===== src/rtl/rf_wb_sched.sv =====
// Purpose: register-file issue scoreboard and round-robin write-back arbiter.
// Latency: a granted write-back reaches rd_we/rd_waddr/rd_wdata one cycle later;
//          iss_ready and wb_ready are combinational.
// Backpressure: iss_ready drops on RAW/WAW hazards; one write-back granted per
//               cycle via one-hot wb_ready; flush withholds both.
//
// Ports:
//   clk, rst            clock; asynchronous active-high reset
//   flush               clears scoreboard, squashes the pending write, blocks issue/grant
//   iss_valid/iss_ready issue handshake; iss_rd_we/iss_rd/iss_rs1/iss_rs2 describe the instruction
//   wb_valid/wb_ready   per-requester write-back handshake; wb_rd/wb_data packed per requester
//   rd_we/rd_waddr/rd_wdata  registered register-file write port
//   pending             registered count of busy registers
module rf_wb_sched #(
  parameter int NREQ  = 2,
  parameter int AW    = 5,
  parameter int DW    = 32,
  parameter int NREGS = 32
) (
  input  logic               clk,
  input  logic               rst,
  input  logic               flush,
  input  logic               iss_valid,
  input  logic               iss_rd_we,
  input  logic [AW-1:0]      iss_rd,
  input  logic [AW-1:0]      iss_rs1,
  input  logic [AW-1:0]      iss_rs2,
  output logic               iss_ready,
  input  logic [NREQ-1:0]    wb_valid,
  input  logic [NREQ*AW-1:0] wb_rd,
  input  logic [NREQ*DW-1:0] wb_data,
  output logic [NREQ-1:0]    wb_ready,
  output logic               rd_we,
  output logic [AW-1:0]      rd_waddr,
  output logic [DW-1:0]      rd_wdata,
  output logic [AW:0]        pending
);

  localparam int PW = (NREQ > 1) ? $clog2(NREQ) : 1;

  logic [NREGS-1:0] busy;
  logic [NREGS-1:0] busy_nxt;
  logic [NREGS-1:0] free_vec;
  logic [PW-1:0]    ptr;
  logic [PW-1:0]    gnt_idx;
  logic [PW-1:0]    cand;
  logic             gnt_any;
  logic [AW-1:0]    sel_rd;
  logic [DW-1:0]    sel_data;
  logic             iss_acc;
  logic [AW:0]      pending_nxt;

  // A register being written this cycle is free: the register file bypasses
  // same-cycle writes to readers. x0 is always free.
  always_comb begin
    free_vec = ~busy;
    if (rd_we) free_vec[rd_waddr] = 1'b1;
    free_vec[0] = 1'b1;
  end

  assign iss_ready = !flush && free_vec[iss_rs1] && free_vec[iss_rs2] &&
                     (!iss_rd_we || free_vec[iss_rd]);

  assign iss_acc = iss_valid && iss_ready && iss_rd_we && (iss_rd != '0);

  // Round-robin: scan starting one past the last grant, wrapping at NREQ.
  // Only wb_valid and ptr feed the grant, never wb_data.
  always_comb begin
    gnt_any  = 1'b0;
    gnt_idx  = '0;
    cand     = ptr;
    wb_ready = '0;
    for (int k = 0; k < NREQ; k++) begin
      cand = (cand == PW'(NREQ - 1)) ? '0 : cand + 1'b1;
      if (!gnt_any && wb_valid[cand]) begin
        gnt_any = 1'b1;
        gnt_idx = cand;
      end
    end
    if (flush) gnt_any = 1'b0;
    if (gnt_any) wb_ready[gnt_idx] = 1'b1;
  end

  always_comb begin
    sel_rd   = '0;
    sel_data = '0;
    for (int i = 0; i < NREQ; i++) begin
      if (gnt_idx == PW'(i)) begin
        sel_rd   = wb_rd[i*AW +: AW];
        sel_data = wb_data[i*DW +: DW];
      end
    end
  end

  // Clear from the write retiring now, then set from the issue: a new
  // producer for the same register must keep it busy.
  always_comb begin
    busy_nxt = busy;
    if (rd_we) busy_nxt[rd_waddr] = 1'b0;
    if (iss_acc) busy_nxt[iss_rd] = 1'b1;
    busy_nxt[0] = 1'b0;
    if (flush) busy_nxt = '0;
  end

  always_comb begin
    pending_nxt = '0;
    for (int i = 1; i < NREGS; i++) begin
      pending_nxt = pending_nxt + {{AW{1'b0}}, busy_nxt[i]};
    end
  end

  always_ff @(posedge clk or posedge rst) begin
    if (rst) begin
      busy     <= '0;
      ptr      <= PW'(NREQ - 1);
      rd_we    <= 1'b0;
      rd_waddr <= '0;
      rd_wdata <= '0;
      pending  <= '0;
    end else begin
      busy    <= busy_nxt;
      pending <= pending_nxt;
      // gnt_any is already forced low during flush, so this also squashes the write.
      rd_we   <= gnt_any && (sel_rd != '0);
      if (gnt_any) begin
        ptr      <= gnt_idx;
        rd_waddr <= sel_rd;
        rd_wdata <= sel_data;
      end
    end
  end

endmodule

===== config.mk =====
export PLATFORM = sky130hd
export DESIGN_NAME = rf_wb_sched
export DESIGN_NICKNAME = d
export VERILOG_FILES = /design/src/rtl/rf_wb_sched.sv
export SDC_FILE = /design/constraint.sdc
export NUM_CORES = 1
export LEC_CHECK = 0
export BUFFER_PORTS_ARGS = -buffer_cell sky130_fd_sc_hd__buf_4
export CAP_MARGIN = 20
export CORE_ASPECT_RATIO = 0.75
export CORE_MARGIN = 2
export CORE_UTILIZATION = 30
export CTS_BUF_LIST = sky130_fd_sc_hd__clkbuf_4
export CTS_CLUSTER_DIAMETER = 80
export DETAILED_ROUTE_END_ITERATION = 8
export HOLD_SLACK_MARGIN = 0.1
export PLACE_DENSITY = 0.47
export SETUP_SLACK_MARGIN = 0.2
export SYNTH_ARGS = -nofsm -noshare
export SYNTH_HDL_FRONTEND = slang
export SYNTH_SLANG_ARGS = --single-unit

===== constraint.sdc =====
create_clock -name clk -period 17.2 [get_ports clk]
set_input_delay 4.3 -clock clk [delete_from_list [all_inputs] [get_ports clk]]
set_output_delay 4.3 -clock clk [all_outputs]
set_load 0.05 [all_outputs]

---- Word-level counts from Yosys, hierarchy flattened ----
Cells that the tools add are included.
storage, ports and cells
  register bits ........................... 77
  bits in latches ......................... 0
  RAM bits ................................ 0
  bits in read-only memories .............. 0
  bits of input ports ..................... 96
  output and inout port bits .............. 47
  logic and storage cells ................. 100
  memories ................................ 0
cells by class
  add/sub/neg operators ................... 32
  multipliers ............................. 0
  div/mod/pow operators ................... 0
  $lt $le $gt $ge ......................... 10
  equal/unequal tests ..................... 0
  shift operators ......................... 0
  multiplexer cells ....................... 30
  bitwise operators ....................... 5
  reduce and logical (&&, ||, !) cells .... 17
operators with widths
  operator             count
  $mux 32              5
  $add 6x1->6          25
  $not 32->32          2
  $or 32x32->32        2
  $and 32x32->32       1
  $lt 5x6->1 const B   4
  $mux 1               17
  $bmux 1 s5           3
  $logic_and 1x1->1    11
  $demux 1 s5          2
  $ge 5x1->1 const B   2
  $reduce_bool 5->1    2
  $add 5x1->6          1
  $lt 1x2->1 const B   3
  $add 4x1->5          1
  $mux 5               1
  $add 3x1->4          1
  $add 2x1->3          1
  $logic_not 1->1      3
  $add 1x1->1 const B  2
  $add 1x1->2          1
  $mux 2               1
  $demux 1 s1          1
  $ge 1x1->1 const B   1
  $logic_or 1x1->1     1

---- Longest topological paths before layout ----
Gate-level depths: netlist of the first run.
  depth after elaboration ................. 46
  mapped depth ............................ 27
  gate-level depth less buffers ........... 25

---- Worst setup path before layout of the first run ----
OpenSTA, ideal clock, no wires.
  kind .................................... input-to-reg
  from .................................... input port iss_rd[1]
  to ...................................... register pending[4]
  setup time .............................. 80 ps
  arrival time ............................ 12338 ps
  data required time ...................... 17120 ps
  path slack .............................. 4782 ps
  stages .................................. 24
  buffers on the path ..................... 3
  cells stage by stage .................... clkbuf_1 buf_1 mux2_2 a31oi_1 nand4_1 a31o_2 a222oi_1 nand2_2 buf_2 o32a_1 fa_1 fa_1 inv_1 fa_1 inv_1 fa_1 fa_1 fa_1 inv_1 fa_1 fa_1 a21o_1 a21oi_1 xnor2_1
between the ends
  cells in the longest elaborated chain, start to end .. 39
  elaborated cells on any way between the ends .. 46
  classes of those cells .................. add/sub (30); order compare (2); mux (6); bitwise (1); reduce/logical (7)
RTL lines
  element                            line  text
  from (decl)                        25    input logic [AW-1:0] iss_rd,
  $bmux 1 s5 *                       62    (!iss_rd_we || free_vec[iss_rd]);
  $mux 1 (implied by the code) *     62
  $logic_or 1x1->1 *                 62
  $logic_and 1x1->1 *                61    assign iss_ready = !flush && free_vec[iss_rs1] && free_vec[iss_rs2] &&
  net iss_ready                      28    output logic iss_ready,
  $logic_and 1x1->1 * (3 in series)  64    assign iss_acc = iss_valid && iss_ready && iss_rd_we && (iss_rd != '0);
  $mux 32 *                          100   if (iss_acc) busy_nxt[iss_rd] = 1'b1;
  $mux 32 *                          102   if (flush) busy_nxt = '0;
  $add 1x1->2                        108   pending_nxt = pending_nxt + {{AW{1'b0}}, busy_nxt[i]};
  $add 2x1->3                        108
  $add 3x1->4                        108
  $add 4x1->5                        108
  $add 5x1->6                        108
  $add 6x1->6 (24 in series)         108
  $add 6x1->6 *                      108
  net pending_nxt[4]                 51    logic [AW:0] pending_nxt;
  to (signal assigned)               122   pending <= pending_nxt;
  to (decl)                          36    output logic [AW:0] pending
Mark *: on every way through the listed nets, which the timed path passes. The rest lies on a longest branch. The select of a mux whose other input is x is not followed.
A chain may end at the register's enable or synchronous reset.

---- Final worst setup path of the first run ----
  from .................................... input port iss_rs2[0]
  to ...................................... register pending[4]
between the ends
  cells in the longest elaborated chain, start to end .. 39
RTL lines
  element                            line  text
  from (decl)                        27    input logic [AW-1:0] iss_rs2,
  $bmux 1 s5 *                       61
  $mux 1 (implied by the code) *     61
  $logic_and 1x1->1 * (2 in series)  61
  $logic_and 1x1->1 * (3 in series)  64
  $mux 32 *                          100
  $mux 32 *                          102
  $add 1x1->2                        108
  $add 2x1->3                        108
  $add 3x1->4                        108
  $add 4x1->5                        108
  $add 5x1->6                        108
  $add 6x1->6 (24 in series)         108
  $add 6x1->6 *                      108
  net pending_nxt[4]                 51
Marks and branches as above.

==> impl_results.md, run 1 <==
* Crit path time final at 11.30 ns
* Bufs and invs on worst path at 5
* Asr flop ratio synth at 100.0%
* Worst hold path type: reg2reg
* CTS H-tree depth at 3
* Final setup TNS at 0 ns
* Die area at around 19,000 µm²
* Register area share after synthesis at 35.47%
* Slew @ Worst Pin at approximately 1 ns
* Post-CTS resize count at 0
* Final setup viols at 0
* Max cap viols at 0
* Number of hold violations in the final report at 0
* Leading area contributor after synthesis: dfrtp_1
* Site Rows at 42
* Hold buffers post-CTS at 0
* DRT Wirelength at 20.04 mm
* Fmax at 0.08848 GHz
* DRC viols at 0
* Reg2reg start: rd_waddr[0]$_DFFE_PP0P_
* RSZ-0062 raised after global routing: no
* Levels on crit path at 24
* Post-route cell area at 6758 µm²
* CTS tree: yes
* Post-synth net total at between 600 and 700
* Syn Std Cell Area at 5365 µm²
* #FFs+latches synth at 76
* Synth top area share at between 30% and 40%
* Initial antenna violation count at 1
* Critical path class: in2reg
* R2R depth at 23
* Post-Syn Instances at 565
* Fillers at around 1,800
* Starting Density at 30.48%
* Routed Antenna Nets at 0
* DP Area at 6599 µm²
* Worst-path cell chain: buf_4 -> mux2i_1 -> nor3_1 -> a2111oi_0 -> o21bai_1 -> a221o_1 -> a222oi_1 -> buf_4 -> nand2_2 -> o41a_1 -> fa_1 -> fa_1 -> inv_1 -> fa_1 -> inv_1 -> fa_1 -> fa_1 -> fa_1 -> inv_1 -> fa_1 -> fa_1 -> a21o_1 -> a21oi_1 -> xnor2_1
* Syn Area/Cell at 9.496 µm²
* Postcts setup bufs at 0
* CTS sink cnt at 76
* Skew-Pair Late Insertion Delay at 0.46 ns
* CORE AREA at 17,600 µm²
* Final cell count without fillers at just over 900
* Total grt overflow at 0
* Clock skew at 0.01943 ns
* Syn-to-layout area delta at 25.96%
* Cell count of the worst hold path at 2
* Power Total at 0.4960 mW
* VDD IR max at 0.03448 mV
* CP Max Fanout at 31
* Power density cells at 73.40 nW/µm²
* Clock Path Buffers at 2
* Status: completed
* Max Slew Vio Count at 0
* CP Data Arrival Time at 11.70 ns
* Drt initial violations at between 600 and 700
* CP startpoint: iss_rs2[0]
* First-pass GRT wire length at around 31 mm
* Die Span X at 158.4 µm
* Global-route usage over all layers at 21.86%
* TritonRoute pass-1 iters at 8
* Placed Instances at 907
* Syn. warnings at 0
* Share of cells above drive strength 1 at 27.17%
* RePlAce Congestion at 0.9302
* Critical path endpoint category: register
* Delay-heaviest family, CP: adder cells
* PortBufs at 142
* Worst-path clk slew at 0.16 ns
* Avg Vias per Cell at 5.731
* Count of unique library cells instantiated by Yosys at between 60 and 70
* Chip Height at 119.8 µm
* Num ports at between 100 and 150
* Post-synth EDFFs at 0
* Final Cycle Share at between 60% and 70%
* Cell repeated most along the worst path: fa_1
* Slowest stage cell on the critical path: o41a_1
* CP required at roughly 18 ns
* Relative slew slack at 33.03%
* CP peak stage delay at 0.52 ns
* Vias after detailed routing at around 5,300
* Clock root buffer: clkbuf_4
* Final HPWL DP at 15.39 mm
* Hold Startpoint: rd_wdata[20]$_DFFE_PP0P_
* NumNets Final at 802
* CTS buffer count at 9
* Post-DR wirelength/cell at around 22 µm
* Ranking of synthesized cells by area: dfrtp_1 35%, fa_1 8.6%, a222oi_1 6.2%, inv_1 4.5%, o21ai_0 3.3%
* Vias in the first global route at 5,239
* Main synth FF type: dfrtp_1
* Pin count of the biggest net entering global routing at 77
* P_leak at 3.096 nW
* Critical path startpoint category: input pin
metrics by stage:
| stage | hold WS [ns] | utilization (%) | worst slack [ns] |
|---|---|---|---|
| 5_1_grt | 0.5349 | 38.39 | 5.475 |
| 3_5_place_dp | 0.4826 | 37.48 | 5.495 |
| 6_report | 0.5095 | 38.39 | 5.898 |
| 2_1_floorplan | 0.4915 | - | 4.782 |
| 3_3_place_gp | 0.4818 | 37.48 | 5.622 |
| 4_1_cts | 0.5178 | 38.37 | 5.981 |
cells in the mapped netlist, types with 5 or more instances:
cell and number:
o31a_1 9, nand4_1 6, mux2i_1 15, o22ai_1 14, nand2b_1 16, inv_1 64
ha_1 7, a222oi_1 33, nor2b_1 6, nor2_1 25, dfrtp_1 75, nor3_1 8
nor4_1 5, o211ai_1 23, fa_1 23, nand3_1 10, o32ai_1 10, o21ai_0 35
buf_2 5, o31ai_1 12, o32a_1 5, nand2_1 27, clkbuf_1 39, mux2_2 5
path summary, 6_finish.rpt:
| check | end | slack (ns) |
|---|---|---|
| max in group asynchronous | busy[17]$_DFF_PP0_ | 12.41 |
| min in group asynchronous | pending[3]$_DFF_PP0_ | 4.11 |
| worst min register to register | rd_wdata[20]$_DFFE_PP0P_ | 0.51 |
| worst min-delay path | rd_wdata[20]$_DFFE_PP0P_ | 0.51 |
| worst max-delay path | pending[4]$_DFF_PP0_ | 5.90 |
| worst max register to register | pending[4]$_DFF_PP0_ | 8.47 |
logic make-up (layout without fill, tap and decap cells):
kind of cell,count (synthesis),count (layout),synth area share [%]
adder cells (fa/ha/maj),30,30,10.21
AND/OR/NAND/NOR,131,131,13.39
XOR/XNOR,8,8,1.306
flip-flops,76,76,35.47
other,0,1,0
buffers and inverters,113,229,8.092
multiplexers,23,23,5.107
AO/OA/AOI/OAI,184,184,26.42
state kept, by name, indices dropped and copies added, names as in the netlist:
signal    cells
pending       6
busy         31
rd_waddr      5
ptr           1
rd_wdata     32
rd_we         1
power by group:
part | leakage [nW] | total (mW) | switching, mW | internal [mW]
Combinational | 2.02 | 0.161 | 0.107 | 0.0546
Sequential | 0.990 | 0.207 | 0.0146 | 0.193
Clock | 0.0825 | 0.127 | 0.0792 | 0.0481
layer usage:
layer	track usage [%]	share of wire, %	wire [µm]
met5	0	0	0
met4	6.250	2.3	461
met2	30.49	43	8568
met1	32.83	47	9492
met3	6.031	7.6	1521
worst min-delay path, stage by stage (launching register included):
cell,delay [ns]
dfrtp_1,0.37
a222oi_1,0.06
inv_1,0.06
cells in the final DEF, fill, tap and decap left out, types with 5 or more instances in the layout:
master | synthesis | routed
nand3_1 | 10 | 10
o21ai_0 | 35 | 35
mux2i_1 | 15 | 15
fa_1 | 23 | 23
nand2b_1 | 16 | 16
o22ai_1 | 14 | 14
o32a_1 | 5 | 5
nor2b_1 | 6 | 6
clkbuf_4 | 0 | 9
nor2_1 | 25 | 24
nand4_1 | 6 | 6
buf_4 | 1 | 149
dfrtp_1 | 75 | 75
o211ai_1 | 23 | 23
ha_1 | 7 | 7
o31ai_1 | 12 | 12
mux2_2 | 5 | 5
nor3_1 | 8 | 8
nand2_1 | 27 | 27
nor4_1 | 5 | 5
inv_1 | 64 | 63
a222oi_1 | 33 | 33
o32ai_1 | 10 | 10
o31a_1 | 9 | 9
final cells by class:
type / instances / area (µm²) / share of cell area, %
clock buffer: 9 / 67.56 / 0.9998
antenna: 1 / 2.502 / 0.03703
tap: 242 / 302.8 / 4.481
inverter: 64 / 240.2 / 3.555
sequential: 76 / 1903 / 28.16
multi-input combinational: 376 / 3034 / 44.90
clock inverter: 7 / 88.84 / 1.315
timing repair buffer: 149 / 1119 / 16.55
Power figures use the tool's default switching activity.
==> inputs of run 2 (changes only) <==
==> constraint.sdc (replaced) <==
create_clock -name clk -period 11.6 [get_ports clk]
set_input_delay 2.9 -clock clk [delete_from_list [all_inputs] [get_ports clk]]
set_output_delay 2.9 -clock clk [all_outputs]
set_load 0.05 [all_outputs]
==> run 2 against run 1 <==
Effect of this change:
- non-clock buffer count grew 1
- clock skew rose by 0.00087 ns
- clock power increased by 43%
- utilization grew 0.11 points
- combinational power increased by 49%
- setup slack got worse by 4.2 ns
- sequential share of layout area down 0.078 points
- die area unchanged
- register-to-register slack got worse by 5.8 ns
- final cell count up 0.11%
- count of clock-buffer cells in the layout did not move
- routed wire length up 0.19%
- largest power group unchanged
==> impl_results.md, run 2 (synthesis gave the netlist of run 1 again) <==
* CP peak stage delay at 0.53 ns (about the same)
* Pin count of the biggest net entering global routing at 77 (unchanged)
* Die Span X at 158.4 µm (unchanged)
* Worst hold path type: reg2reg
* Final Core Density at 38.49% (+0.11 points)
* Regs by FF count: rd_wdata: 32 flops, busy: 31 flops, pending: 6 flops
* CP Max Fanout at 31 (unchanged)
* Clock skew at 0.02030 ns (+0.0008670 ns)
* Max Slew Vio Count at 0 (unchanged)
* Die area at 18,980 µm² (unchanged)
* Num ports at 143 (unchanged)
* Clock Path Buffers at 2 (unchanged)
* Post-CTS resize count at 0 (unchanged)
* CP Data Arrival Time at 10.26 ns (-1.44 ns)
* TritonRoute pass-1 iters at 6 (-2)
* CORE AREA at 17,600 µm² (unchanged)
* Clock root buffer: clkbuf_4
* Cell repeated most along the worst path: fa_1
* Site Rows at 42 (unchanged)
* Total grt overflow at 0 (unchanged)
* P_leak at 3.105 nW (+0.30%)
* Fmax at 0.1015 GHz
* Initial antenna violation count at 1 (unchanged)
* Critical path startpoint category: input pin
* Vias after detailed routing at 5,270 (-0.47%)
* Worst hold margin at 0.5048 ns (-0.004745 ns)
* PortBufs at 142 (unchanged)
* Critical path class: in2reg
* Placed Instances at 907 (unchanged)
* Critical path endpoint category: register
* Chip Height at 119.8 µm (unchanged)
* Pre-CTS setup slack at 1.359 ns (-4.136 ns)
* First-pass GRT wire length at 30.95 mm (-1.0%)
* Largest register FFs at 32 (unchanged)
* Starting Density at 30.48% (unchanged)
* Post-route cell area at 6777 µm² (+0.28%)
* Final Cycle Share at 84.97%
* Largest Register: rd_wdata
* Vias in the first global route at 5,222 (-0.32%)
* Post-DR wirelength/cell at 21.71 µm (about the same)
* Postcts setup bufs at 0 (unchanged)
* DRT Wirelength at 20.08 mm (+0.19%)
* NumNets Final at 803 (+0.12%)
* Slew @ Worst Pin at 1.138 ns (+0.1336 ns)
* Final setup TNS at 0 ns (unchanged)
* CTS sink cnt at 76 (unchanged)
* Hold buffers post-CTS at 0 (unchanged)
* RSZ-0062 raised after global routing: no
* Crit path time final at 9.856 ns
* Most common cell after layout, fill and taps aside: buf_4
* Max cap viols at 0 (unchanged)
* CP required at 12.00 ns (-5.60 ns)
* Syn-to-layout area delta at 26.31%
* Final WS setup at 1.744 ns (-4.154 ns)
* Final setup viols at 0 (unchanged)
* Share of cells above drive strength 1 at 27.27% (+0.11 points)
* Most frequent cells in the layout: 149 x buf_4, 75 x dfrtp_1, 63 x inv_1
* Relative slew slack at 23.54% (-9.5 points)
* Slowest stage cell on the critical path: o41a_1
* Global-route usage over all layers at 21.49% (-0.36 points)
* CTS buffer count at 9 (unchanged)
* Power density cells at 107.5 nW/µm² (+46%)
* RePlAce Congestion at 0.9390 (+0.95%)
* CTS tree: yes
* DP Area at 6599 µm² (unchanged)
* Worst-path clk slew at 0.15 ns (about the same)
* DRC viols at 0 (unchanged)
* Skew-Pair Late Insertion Delay at 0.46 ns (about the same)
* Routed Antenna Nets at 0 (unchanged)
* Status: completed
* Final cell count without fillers at 925 (+0.11%)
* Final HPWL DP at 15.30 mm (-0.61%)
* Number of hold violations in the final report at 0 (unchanged)
* Worst-path cell chain: buf_4 -> mux2i_1 -> nor3_1 -> a2111oi_0 -> o21bai_1 -> a221o_1 -> a222oi_1 -> buf_4 -> nand2_2 -> o41a_1 -> fa_1 -> fa_1 -> inv_1 -> fa_1 -> inv_1 -> fa_1 -> fa_1 -> fa_1 -> inv_1 -> fa_1 -> fa_1 -> a21o_1 -> a21oi_1 -> xnor2_1
* Drt initial violations at 715 (+19%)
* Power Total at 0.7286 mW (+47%)
* VDD IR max at 0.05584 mV (+62%)
* Avg Vias per Cell at 5.697 (-0.58%)
* CTS H-tree depth at 3 (unchanged)
-- run 2: cell types whose count changed in the layout (fill, tap and decap cells not counted) --
| cell | change |
|---|---|
| clkinv_4 | -1 |
| clkinv_2 | +1 |
| inv_8 | -2 |
| buf_16 | +1 |
| inv_6 | +2 |
-- run 2: layer usage --
metal	GRT usage [%]	wire (µm)	vias to the layer above
li1	-	-	2362
met1	31.50	9016	2624
met2	31.30	8852	263
met3	6.212	1954	21
met4	4.786	260	0
met5	0	0	-
-- run 2: power by group --
group / switching [mW] / internal [mW]
registers: 0.0216 / 0.286
clock network: 0.112 / 0.0690
logic: 0.158 / 0.0820
-- run 2: final timing paths --
path	slack [ns]	cells after the start	endpoint	startpoint
hold reg to reg	0.50	2	rd_wdata[20]$_DFFE_PP0P_	rd_wdata[20]$_DFFE_PP0P_
min in group asynchronous	2.40	3	pending[3]$_DFF_PP0_	rst
max in group asynchronous	8.57	4	ptr$_DFFE_PP1P_	rst
hold / removal	0.50	2	rd_wdata[20]$_DFFE_PP0P_	rd_wdata[20]$_DFFE_PP0P_
setup reg to reg	2.67	23	pending[4]$_DFF_PP0_	rd_waddr[0]$_DFFE_PP0P_
setup / recovery	1.74	24	pending[4]$_DFF_PP0_	iss_rs2[0]
-- run 2: final cells by class --
cell class	count	area [µm²]
clock inverter	7	80.08
clock buffer	9	67.56
tap	242	302.8
sequential	76	1903
timing repair buffer	150	1146
antenna	1	2.502
multi-input combinational	376	3034
inverter	64	240.2
fill	1770	10830
-- run 2: critical path: cells and delay by family --
family          cells  cell delay [ns]
compound gates      7             2.18
simple gates        2             0.40
buf+inv             5             0.59
mux                 1             0.30
fa+ha+maj           8             3.75
xor+xnor            1             0.13
